**config.mk**
```make
export PLATFORM = sky130hd
export DESIGN_NAME = vga_scan_gen
export DESIGN_NICKNAME = d
export VERILOG_FILES = /design/src/rtl/vga_pkg.sv /design/src/rtl/sync_delay.sv /design/src/rtl/vga_scan_gen.sv
export SDC_FILE = /design/constraint.sdc
export NUM_CORES = 1
export LEC_CHECK = 0
export ABC_AREA = 1
export CAP_MARGIN = 10
export CORE_ASPECT_RATIO = 0.8
export CORE_UTILIZATION = 40
export DETAILED_ROUTE_END_ITERATION = 7
export RECOVER_POWER = 50
export SLEW_MARGIN = 10
export SYNTH_ARGS = -nofsm -noshare
export SYNTH_HDL_FRONTEND = slang
export SYNTH_SLANG_ARGS = --single-unit
```
**constraint.sdc**
```tcl
create_clock -name pclk -period 2.9 [get_ports pclk]
set_input_delay 0.58 -clock pclk [delete_from_list [all_inputs] [get_ports pclk]]
set_output_delay 0.58 -clock pclk [all_outputs]
set_load 0.005 [all_outputs]
```
**src/rtl/vga_pkg.sv**
```systemverilog
// Shared timing descriptions and helpers for the VGA scan generator.
package vga_pkg;

    typedef struct packed {
        logic [11:0] active;
        logic [11:0] fp;
        logic [11:0] sync;
        logic [11:0] bp;
    } vga_axis_t;

    typedef struct packed {
        vga_axis_t h;
        vga_axis_t v;
    } vga_timing_t;

    localparam vga_timing_t VGA_640x480_60 = '{
        h: '{12'd640, 12'd16, 12'd96, 12'd48},
        v: '{12'd480, 12'd10, 12'd2,  12'd33}
    };

    localparam vga_timing_t QVGA_320x240 = '{
        h: '{12'd320, 12'd8, 12'd48, 12'd24},
        v: '{12'd240, 12'd5, 12'd1,  12'd16}
    };

    // log2 of the power-of-two replication factor
    function automatic int scale_shift(input int scale);
        return $clog2(scale);
    endfunction

    // {R,G,B} on/off mask for each of the eight vertical colour bars
    function automatic logic [2:0] bar_rgb(input logic [2:0] bar);
        logic [2:0] m;
        case (bar)
            3'd0:    m = 3'b111;
            3'd1:    m = 3'b110;
            3'd2:    m = 3'b011;
            3'd3:    m = 3'b010;
            3'd4:    m = 3'b101;
            3'd5:    m = 3'b100;
            3'd6:    m = 3'b001;
            default: m = 3'b000;
        endcase
        return m;
    endfunction

endpackage

```
**src/rtl/sync_delay.sv**
```systemverilog
// Enable-gated shift register with async clear; DEPTH=0 is a plain wire.
module sync_delay #(
    parameter int DEPTH = 1,
    parameter int WIDTH = 1
) (
    input  logic             i_clk,
    input  logic             i_rst_n,
    input  logic             i_en,
    input  logic [WIDTH-1:0] i_d,
    output logic [WIDTH-1:0] o_q
);

    generate
        if (DEPTH == 0) begin : g_pass
            assign o_q = i_d;
        end else begin : g_shift
            logic [WIDTH-1:0] r_stage [DEPTH];

            always_ff @(posedge i_clk or negedge i_rst_n) begin
                if (!i_rst_n) begin
                    for (int i = 0; i < DEPTH; i++) r_stage[i] <= '0;
                end else if (i_en) begin
                    r_stage[0] <= i_d;
                    for (int i = 1; i < DEPTH; i++) r_stage[i] <= r_stage[i-1];
                end
            end

            assign o_q = r_stage[DEPTH-1];
        end
    endgenerate

endmodule

```
**src/rtl/vga_scan_gen.sv**
```systemverilog
// Parametrised VGA raster generator with pixel replication and read-latency alignment.
// Optional build macro TEST_PATTERN_EN adds a test_mode input selecting 8 colour bars.
module vga_scan_gen
    import vga_pkg::*;
#(
    parameter int H_ACTIVE = int'(VGA_640x480_60.h.active),
    parameter int H_FP     = int'(VGA_640x480_60.h.fp),
    parameter int H_SYNC   = int'(VGA_640x480_60.h.sync),
    parameter int H_BP     = int'(VGA_640x480_60.h.bp),
    parameter int V_ACTIVE = int'(VGA_640x480_60.v.active),
    parameter int V_FP     = int'(VGA_640x480_60.v.fp),
    parameter int V_SYNC   = int'(VGA_640x480_60.v.sync),
    parameter int V_BP     = int'(VGA_640x480_60.v.bp),
    parameter int HS_POL   = 0,
    parameter int VS_POL   = 0,
    parameter int SCALE    = 2,
    parameter int RD_LAT   = 1,
    parameter int ADDR_W   = 17,
    parameter int COLOR_W  = 4
) (
    input  logic                   pclk,
    input  logic                   rst_n,
    input  logic                   en,
`ifdef TEST_PATTERN_EN
    input  logic                   test_mode,
`endif
    input  logic [3*COLOR_W-1:0]   r_data,
    output logic [ADDR_W-1:0]      d_r_addr,
    output logic                   hsync,
    output logic                   vsync,
    output logic                   de,
    output logic [COLOR_W-1:0]     red_bits,
    output logic [COLOR_W-1:0]     green_bits,
    output logic [COLOR_W-1:0]     blue_bits,
    output logic                   frame_start,
    output logic                   line_start
);

    localparam int H_TOTAL = H_ACTIVE + H_FP + H_SYNC + H_BP;
    localparam int V_TOTAL = V_ACTIVE + V_FP + V_SYNC + V_BP;
    localparam int HC_W    = $clog2(H_TOTAL);
    localparam int VC_W    = $clog2(V_TOTAL);
    localparam int SUB_W   = (SCALE > 1) ? scale_shift(SCALE) : 1;

    localparam logic [HC_W-1:0]   H_ACT_N  = HC_W'(H_ACTIVE);
    localparam logic [HC_W-1:0]   H_LAST_A = HC_W'(H_ACTIVE - 1);
    localparam logic [HC_W-1:0]   H_SYNC_B = HC_W'(H_ACTIVE + H_FP);
    localparam logic [HC_W-1:0]   H_SYNC_E = HC_W'(H_ACTIVE + H_FP + H_SYNC);
    localparam logic [HC_W-1:0]   H_LAST   = HC_W'(H_TOTAL - 1);
    localparam logic [VC_W-1:0]   V_ACT_N  = VC_W'(V_ACTIVE);
    localparam logic [VC_W-1:0]   V_LAST_A = VC_W'(V_ACTIVE - 1);
    localparam logic [VC_W-1:0]   V_SYNC_B = VC_W'(V_ACTIVE + V_FP);
    localparam logic [VC_W-1:0]   V_SYNC_E = VC_W'(V_ACTIVE + V_FP + V_SYNC);
    localparam logic [VC_W-1:0]   V_LAST   = VC_W'(V_TOTAL - 1);
    localparam logic [SUB_W-1:0]  SUB_LAST = SUB_W'(SCALE - 1);
    localparam logic [ADDR_W-1:0] LINE_WORDS = ADDR_W'(H_ACTIVE / SCALE);
    localparam logic HS_ACT = (HS_POL != 0);
    localparam logic VS_ACT = (VS_POL != 0);

`ifdef TEST_PATTERN_EN
    localparam int PIPE_W = 9;
`else
    localparam int PIPE_W = 5;
`endif

    logic [HC_W-1:0]   r_h_cnt;
    logic [VC_W-1:0]   r_v_cnt;
    logic [SUB_W-1:0]  r_x_sub;
    logic [SUB_W-1:0]  r_y_sub;
    logic [ADDR_W-1:0] r_line_base;

    logic w_h_act, w_v_act, w_act, w_h_last, w_v_last;
    logic w_hs_raw, w_vs_raw, w_fs_raw, w_ls_raw;
    logic [PIPE_W-1:0]    w_pipe_in;
    logic [PIPE_W-1:0]    w_pipe_out;
    logic [3*COLOR_W-1:0] w_pix;

    assign w_h_act  = (r_h_cnt < H_ACT_N);
    assign w_v_act  = (r_v_cnt < V_ACT_N);
    assign w_act    = w_h_act && w_v_act;
    assign w_h_last = (r_h_cnt == H_LAST);
    assign w_v_last = (r_v_cnt == V_LAST);
    assign w_hs_raw = (r_h_cnt >= H_SYNC_B) && (r_h_cnt < H_SYNC_E);
    assign w_vs_raw = (r_v_cnt >= V_SYNC_B) && (r_v_cnt < V_SYNC_E);
    assign w_fs_raw = (r_h_cnt == '0) && (r_v_cnt == '0);
    assign w_ls_raw = (r_h_cnt == '0) && w_v_act;

    // Address walks x_sub/y_sub sub-counters; a repeated line rewinds to line_base.
    always_ff @(posedge pclk or negedge rst_n) begin
        if (!rst_n) begin
            r_h_cnt     <= '0;
            r_v_cnt     <= '0;
            r_x_sub     <= '0;
            r_y_sub     <= '0;
            r_line_base <= '0;
            d_r_addr    <= '0;
        end else if (en) begin
            if (w_h_last) begin
                r_h_cnt <= '0;
                r_v_cnt <= w_v_last ? '0 : r_v_cnt + 1'b1;
            end else begin
                r_h_cnt <= r_h_cnt + 1'b1;
            end

            if (w_h_last && w_v_last) begin
                r_x_sub     <= '0;
                r_y_sub     <= '0;
                r_line_base <= '0;
                d_r_addr    <= '0;
            end else if (w_act) begin
                if (r_h_cnt == H_LAST_A) begin
                    r_x_sub <= '0;
                    if (r_y_sub == SUB_LAST) begin
                        r_y_sub <= '0;
                        // Last buffer line wraps straight to 0 so no address past the buffer is issued
                        if (r_v_cnt == V_LAST_A) begin
                            r_line_base <= '0;
                            d_r_addr    <= '0;
                        end else begin
                            r_line_base <= r_line_base + LINE_WORDS;
                            d_r_addr    <= r_line_base + LINE_WORDS;
                        end
                    end else begin
                        r_y_sub  <= r_y_sub + 1'b1;
                        d_r_addr <= r_line_base;
                    end
                end else if (r_x_sub == SUB_LAST) begin
                    r_x_sub  <= '0;
                    d_r_addr <= d_r_addr + 1'b1;
                end else begin
                    r_x_sub <= r_x_sub + 1'b1;
                end
            end
        end
    end

`ifdef TEST_PATTERN_EN
    logic [2:0] w_bar;
    logic [2:0] w_mask;
    assign w_bar     = 3'((int'(r_h_cnt) * 8) / H_ACTIVE);
    assign w_pipe_in = {test_mode, w_bar, w_fs_raw, w_ls_raw, w_act, w_hs_raw, w_vs_raw};
    assign w_mask    = bar_rgb(w_pipe_out[7:5]);
    assign w_pix     = w_pipe_out[8]
                     ? {{COLOR_W{w_mask[2]}}, {COLOR_W{w_mask[1]}}, {COLOR_W{w_mask[0]}}}
                     : r_data;
`else
    assign w_pipe_in = {w_fs_raw, w_ls_raw, w_act, w_hs_raw, w_vs_raw};
    assign w_pix     = r_data;
`endif

    // First RD_LAT stages cover the read; the output register below adds the final cycle.
    sync_delay #(
        .DEPTH (RD_LAT),
        .WIDTH (PIPE_W)
    ) u_align (
        .i_clk   (pclk),
        .i_rst_n (rst_n),
        .i_en    (en),
        .i_d     (w_pipe_in),
        .o_q     (w_pipe_out)
    );

    logic                 r_hsync, r_vsync, r_de, r_fs, r_ls;
    logic [3*COLOR_W-1:0] r_rgb;

    always_ff @(posedge pclk or negedge rst_n) begin
        if (!rst_n) begin
            r_hsync <= ~HS_ACT;
            r_vsync <= ~VS_ACT;
            r_de    <= 1'b0;
            r_fs    <= 1'b0;
            r_ls    <= 1'b0;
            r_rgb   <= '0;
        end else if (en) begin
            r_hsync <= w_pipe_out[1] ? HS_ACT : ~HS_ACT;
            r_vsync <= w_pipe_out[0] ? VS_ACT : ~VS_ACT;
            r_de    <= w_pipe_out[2];
            r_fs    <= w_pipe_out[4];
            r_ls    <= w_pipe_out[3];
            r_rgb   <= w_pipe_out[2] ? w_pix : '0;
        end
    end

    assign hsync       = r_hsync;
    assign vsync       = r_vsync;
    assign de          = r_de;
    assign frame_start = r_fs;
    assign line_start  = r_ls;
    assign red_bits    = r_rgb[3*COLOR_W-1:2*COLOR_W];
    assign green_bits  = r_rgb[2*COLOR_W-1:COLOR_W];
    assign blue_bits   = r_rgb[COLOR_W-1:0];

endmodule

```
==> results of run 1 <==
==> layout by cell type (no fill, tap or decap), drive strengths merged, types with 2 or more instances in the layout <==
cell,count
nand2,195
dfrtp,76
inv,72
nand3,66
o21ai,50
clkdlybuf4s50,46
nor2,46
nand4,16
clkbuf,15
xor2,13
nor3,10
a21oi,9
ha,6
nor4,5
or2,3
clkinv,3
nand3b,2
clkinvlp,2
dfstp,2
buf,2
==> final cells by class <==
cell class	instances	area, sq um	share of cell area
multi-input combinational	430	2100	0.3954
sequential	78	1954	0.3680
timing repair buffer	53	505.5	0.09519
inverter	73	274.0	0.05160
clock buffer	11	242.7	0.04571
tap	140	175.2	0.03299
clock inverter	5	58.81	0.01107
==> critical path, cell delays in order <==
cell,delay (ns)
sky130_fd_sc_hd__dlygate4sd3_1,0.54
sky130_fd_sc_hd__inv_1,0.07
sky130_fd_sc_hd__clkbuf_1,0.30
sky130_fd_sc_hd__nor3_1,0.26
sky130_fd_sc_hd__inv_1,0.08
sky130_fd_sc_hd__nor2_1,0.17
sky130_fd_sc_hd__nand3_1,0.13
sky130_fd_sc_hd__nor2_1,0.14
sky130_fd_sc_hd__xor2_1,0.16
sky130_fd_sc_hd__nor2_1,0.05
==> cells by family (layout without fill, tap and decap cells) <==
group	count (synthesis)	after routing	share of synthesized area
fa+ha+maj	6	6	0.01702
mux	1	1	0.002553
buf+inv	88	142	0.08085
xor+xnor	14	14	0.02780
compound gates	64	64	0.07631
simple gates	345	345	0.3523
flops	78	78	0.4431
==> per-stage QoR <==
stage / hold slack (ns) / cells
2_1_floorplan: 0.2844 / 596
3_3_place_gp: 0.4227 / 774
3_5_place_dp: 0.4316 / 774
4_1_cts: 0.2837 / 790
5_1_grt: 0.4450 / 790
6_report: 0.4358 / 790
==> report_power, final <==
group	switching (W)	internal, W	total [W]
registers	0.000129	0.00121	0.00134
logic	0.000323	0.000267	0.000590
clock network	0.000449	0.000690	0.00114
==> per-layer routing <==
| layer | routed length [um] | global-route usage | part of all wire |
|---|---|---|---|
| met1 | 5933 | 0.3102 | 0.54 |
| met2 | 4612 | 0.3096 | 0.42 |
| met3 | 377 | 0.04562 | 0.034 |
| met4 | 122 | 0.06354 | 0.011 |
| met5 | 0 | 0 | 0 |
==> worst max-delay path by stage <==
stage                     startpoint               to  slack, ns  cells past startpoint
final                             en       r_h_cnt[9]       0.65                     10
after global routing           rst_n   r_line_base[8]       0.42                      2
after CTS                 r_v_cnt[0]     d_r_addr[14]       0.69                     12
after detailed placement          en       r_h_cnt[9]       0.58                     10
after global placement            en     d_r_addr[14]       0.60                      6
after floorplan                   en  r_line_base[10]       1.17                      7
==> registers in the layout, summed over array words and instances (netlist names), 5 cells and up <==
name and count:
d_r_addr 17, r_h_cnt 10, r_line_base 17, r_rgb 12
r_v_cnt 10, u_align.o_q 5
==> flow_summary.rst, run 1 <==
.. list-table::
   :header-rows: 1

   * - Metric
     - Value
   * - Syn Std Cell Area
     - 0.004410 sq mm
   * - Die boundary width
     - 119.4 um
   * - Number of buffers between clock root and the deepest sink
     - 2
   * - CP Data Required Time
     - 3.12 ns
   * - Most used standard cell by instance count after synthesis
     - sky130_fd_sc_hd__nand2_1
   * - DR pass1 iterations
     - 5
   * - Half-perimeter wire length after detailed placement
     - 8011 um
   * - H-tree Lvls
     - 3
   * - Avg WL per Cell
     - 13.98 um
   * - Setup violators final
     - 0
   * - Worst slew margin relative to its limit
     - -0.2832
   * - Share of flip-flops with an asynchronous set or reset after synthesis
     - 1.000
   * - Post-layout minimum cycle time
     - 2.251 ns
   * - Number of design-rule violations left by the first detailed-router iteration
     - 249
   * - Final Slew Violations
     - 79
   * - Pin count of the biggest net entering global routing
     - 79
   * - Synthesis-to-finish area growth
     - 20.40%
   * - Outcome
     - complete, but fails checks
   * - Quantity of I/O buffers inserted on ports
     - 48
   * - Max Clk Rate
     - 444.3 MHz
   * - Global route total overflow
     - 0
   * - Number of antenna violations at the first check in global routing
     - 0
   * - First-pass GRT wire length
     - 18820 um
   * - Startpoint of the tightest hold check path
     - u_align.o_q[1]
   * - Static power due to leakage
     - 2.482 nW
   * - Area share of the leading cell type in the synthesized netlist
     - 0.4312
   * - Violated checks
     - capacitance limit, slew limit
   * - Routed via count divided by cell count
     - 4.992
   * - Number of max-cap violations
     - 1
   * - Hold Path Stages
     - 1
   * - Die extent in y
     - 95.92 um
   * - Maximum resistive drop on vdd
     - 0.5333 mV
   * - Total chip power
     - 0.003071 W
   * - Post-detailed-route count of antenna-violating nets
     - 0
   * - Clock root buffer
     - sky130_fd_sc_hd__clkbuf_16
   * - Overall via count from detail_route
     - 3944
   * - Placed standard-cell area
     - 0.005031 sq mm
   * - Effective utilization at floorplan
     - 0.4205
   * - RR Startpoint
     - r_v_cnt[0]
   * - Post-CTS Hold Fix Bufs
     - 0
   * - Fin Setup TNS
     - 0 ns
   * - Total wirelength of the detailed-routed design
     - 11050 um
   * - Worst hold path type
     - flop to flop
   * - Post-synthesis cell type count
     - 40
   * - Antenna diodes
     - 0
   * - Critical path startpoint category
     - primary input
   * - Clock latency on the worst-skew pair
     - 0.34 ns
   * - Synth cell count leaders
     - 190 x sky130_fd_sc_hd__nand2_1, 76 x sky130_fd_sc_hd__dfrtp_1, 64 x sky130_fd_sc_hd__inv_1
   * - CTS buffer count
     - 9
   * - Crit path setup slack, layout
     - 0.6491 ns
   * - Number of cell instances on the worst register-to-register path
     - 12
   * - Arrival @ worst endpoint
     - 2.47 ns
   * - Vias in the first global route
     - 3913
   * - Hold Path End
     - hsync
   * - Setup slack after placement
     - 0.5812 ns
   * - FF+latch count, synth
     - 78
   * - Worst reg-to-reg setup slack
     - 0.70 ns
   * - Pwr dens
     - 578.3 mW/mm^2
   * - Average instance area after synthesis
     - 7.400 sq um
   * - Share of the core filled with cells
     - 0.5063
   * - Post-synth top area cell
     - sky130_fd_sc_hd__dfrtp_1
   * - Clock tree from TritonCTS
     - done
   * - Number of flops mapped to enable cells by yosys
     - 0
   * - Filler Cells Inserted
     - 1048
   * - Final weighted congestion in routability-driven placement
     - 0.9359
   * - Overall fraction of global-route tracks in use
     - 0.2112
   * - Final design instance area without fill
     - 0.005310 sq mm
   * - CTS-repair resized insts
     - 0
   * - TritonCTS sink count
     - 78
   * - Setup repair after global routing missed its margin
     - no
   * - Number of hold violations in the final report
     - 0
   * - Core area
     - 0.01049 sq mm
   * - Post-synthesis sequential area ratio
     - 0.4431
   * - Total Nets Final
     - 666
   * - Crit. End Element
     - flop
   * - Synthesis warning total
     - 0
   * - WS Path Type
     - primary input to flop
   * - Least-Margin Pin Slew
     - 1.925 ns
   * - Post-CTS clock slew at the launch and capture registers of the worst setup and hold paths
     - 0.06 ns
   * - Leading cell types by total area after synthesis
     - sky130_fd_sc_hd__dfrtp_1 43%, sky130_fd_sc_hd__nand2_1 16%, sky130_fd_sc_hd__nand3_1 6.9%
   * - Die footprint
     - 0.01145 sq mm
   * - Ratio of final minimum period to clock period
     - 0.7762
   * - Maximum fanout count along the critical path
     - 13
   * - Number of top-level pins
     - 49
   * - Clock Skew
     - 0.004965 ns
   * - Buffers inserted during post-CTS setup optimization
     - 0
   * - Synthesized netlist cell count
     - 596
   * - Layout cell share with drive strength beyond 1
     - 0.08154
   * - Post-detailed-route DRC marker count
     - 0
   * - Net count after synthesis
     - 617
   * - Most instantiated flip-flop cell in the synthesis netlist
     - sky130_fd_sc_hd__dfrtp_1
   * - Floorplan row count
     - 33
   * - Reg-to-Reg End
     - d_r_addr[14]
No activity file was read; power rests on OpenSTA's default activity.
==> run 2: changes to the inputs <==
==> constraint.sdc (replaced) <==
create_clock -name pclk -period 2.1 [get_ports pclk]
set_input_delay 0.42 -clock pclk [delete_from_list [all_inputs] [get_ports pclk]]
set_output_delay 0.42 -clock pclk [all_outputs]
set_load 0.005 [all_outputs]
==> flow_summary.rst, run 2 (synthesis results as in run 1) <==
.. list-table::
   :header-rows: 1

   * - Metric
     - Value
   * - Pwr dens
     - 816.8 mW/mm^2
   * - Multi-input combinational cell area
     - 0.002125 sq mm
   * - Hold Path Stages
     - 1
   * - Number of hold violations in the final report
     - 0
   * - DR pass1 iterations
     - 4
   * - Violated checks
     - capacitance limit, slew limit
   * - Clock tree from TritonCTS
     - done
   * - Number of top-level pins
     - 49
   * - CTS buffer count
     - 9
   * - Ratio of final minimum period to clock period
     - 0.9358
   * - TritonCTS sink count
     - 78
   * - Arrival @ worst endpoint
     - 2.18 ns
   * - Post-detailed-route DRC marker count
     - 0
   * - Logic depth of the worst path, buffers included
     - 12
   * - Overall via count from detail_route
     - 4111
   * - CP Data Required Time
     - 2.32 ns
   * - Core area
     - 0.01049 sq mm
   * - Overall fraction of global-route tracks in use
     - 0.2186
   * - Die extent in y
     - 95.92 um
   * - Die boundary width
     - 119.4 um
   * - Number of cell instances on the worst register-to-register path
     - 12
   * - Final Slew Violations
     - 30
   * - Number of max-cap violations
     - 1
   * - Crit-path cells
     - inv_2 -> ha_1 -> nand2_1 -> nor2_1 -> nand2_2 -> inv_2 -> nand2_1 -> nand2_2 -> nand2_1 -> nor2_4 -> buf_4 -> o21ai_1
   * - Antenna diodes
     - 0
   * - Quantity of I/O buffers inserted on ports
     - 48
   * - Avg WL per Cell
     - 14.39 um
   * - Crit. End Element
     - flop
   * - Setup violators final
     - 0
   * - Final weighted congestion in routability-driven placement
     - 0.8930
   * - WS Path Type
     - flop to flop
   * - Effective utilization at floorplan
     - 0.4205
   * - Post-CTS clock slew at the launch and capture registers of the worst setup and hold paths
     - 0.06 ns
   * - Post-layout minimum cycle time
     - 1.965 ns
   * - Global route total overflow
     - 0
   * - Half-perimeter wire length after detailed placement
     - 8467 um
   * - Vias in the first global route
     - 3878
   * - Cell family with the largest share of critical-path delay
     - simple AND/OR/NAND/NOR gates
   * - Layout cell share with drive strength beyond 1
     - 0.1083
   * - Total wirelength of the detailed-routed design
     - 11590 um
   * - Total chip power
     - 0.004497 W
   * - Critical path startpoint category
     - flop
   * - Clock latency on the worst-skew pair
     - 0.34 ns
   * - Least-Margin Pin Slew
     - 1.749 ns
   * - Number of buffers between clock root and the deepest sink
     - 2
   * - Clock root buffer
     - sky130_fd_sc_hd__clkbuf_16
   * - First-pass GRT wire length
     - 19230 um
   * - Static power due to leakage
     - 2.585 nW
   * - Crit path buffers/inverters
     - 3
   * - Max Clk Rate
     - 508.9 MHz
   * - Worst slew margin relative to its limit
     - -0.1657
   * - Setup repair after global routing missed its margin
     - no
   * - Pin count of the biggest net entering global routing
     - 50
   * - Placed standard-cell area
     - 0.005121 sq mm
   * - Library cell appearing most often on the critical path
     - sky130_fd_sc_hd__nand2_1
   * - Maximum fanout count along the critical path
     - 7
   * - Filler Cells Inserted
     - 1025
   * - Fin Setup TNS
     - 0 ns
   * - Number of design-rule violations left by the first detailed-router iteration
     - 284
   * - Synthesis-to-finish area growth
     - 24.82%
   * - Combined flip-flop and latch cell area
     - 0.001956 sq mm
   * - Highest-delay cell along the critical path
     - sky130_fd_sc_hd__dfrtp_1
   * - Clock Skew
     - 0.007664 ns
   * - Number of antenna violations at the first check in global routing
     - 0
   * - Final design instance area without fill
     - 0.005505 sq mm
   * - Die footprint
     - 0.01145 sq mm
   * - Maximum resistive drop on vdd
     - 0.5376 mV
   * - Largest regs
     - d_r_addr: 17 flops, r_line_base: 17 flops, r_rgb: 12 flops
   * - Post-detailed-route count of antenna-violating nets
     - 0
   * - H-tree Lvls
     - 3
   * - Leading cell type in the layout, fill and taps excluded
     - sky130_fd_sc_hd__nand2_1
   * - Routed via count divided by cell count
     - 5.107
   * - Floorplan row count
     - 33
   * - Outcome
     - complete, but fails checks
   * - Final Hold Slack
     - 0.4313 ns
   * - Highest cell delay on the worst timing path
     - 0.44 ns
   * - Top library cells by usage in the layout, fill and taps aside
     - 190 x sky130_fd_sc_hd__nand2_1, 75 x sky130_fd_sc_hd__dfrtp_1, 64 x sky130_fd_sc_hd__inv_1
   * - Worst hold path type
     - flop to flop
   * - Total Nets Final
     - 681
-- run 2: final cells by class --
| cell class | instances | area share |
|---|---|---|
| Multi-Input combinational cell | 430 | 0.3859 |
| Sequential cell | 78 | 0.3552 |
| Timing Repair Buffer | 68 | 0.1157 |
| Inverter | 73 | 0.04977 |
| Clock buffer | 10 | 0.04159 |
| Tap cell | 140 | 0.03182 |
| Clock inverter | 6 | 0.02000 |
-- run 2: timing repair --
item / 4_1_cts / 5_1_grt
hold buffers: 0 / 0
buffers inserted: 0 / 2
setup endpoints to repair: 0 / 24
gates resized for setup: 0 / 10
-- run 2: per-stage QoR --
step / worst slack [ns] / util / cells
after CTS: 0.08762 / 0.5206 / 802
after global routing: 0.005978 / 0.5249 / 805
after detailed placement: 0.09088 / 0.4883 / 786
final: 0.1348 / 0.5249 / 805
after global placement: 0.1433 / 0.4883 / 786
after floorplan: 0.3854 / - / 596
-- run 2: metal layers --
metal | track usage | vias to the layer above | share of wire
met2 | 0.3169 | 116 | 0.41
li1 | - | 2045 | -
met4 | 0.07188 | 0 | 0.016
met1 | 0.3176 | 1933 | 0.51
met3 | 0.05450 | 17 | 0.060
met5 | 0 | - | 0
-- run 2: worst paths after layout --
kind                                 from        endpoint  slack, ns
setup reg to reg               r_v_cnt[1]     d_r_addr[4]       0.13
max in group asynchronous           rst_n           vsync       0.51
setup / recovery               r_v_cnt[1]     d_r_addr[4]       0.13
hold / removal             u_align.o_q[1]           hsync       0.43
hold reg to reg            u_align.o_q[1]           hsync       0.43
min in group asynchronous           rst_n  u_align.o_q[1]       0.54
-- run 2: where the power goes --
group	switching [W]	leakage (nW)	internal, W
Clock	0.000617	0.159	0.00116
Combinational	0.000481	1.41	0.000392
Sequential	0.000172	1.01	0.00168
Total	0.00127	2.58	0.00323
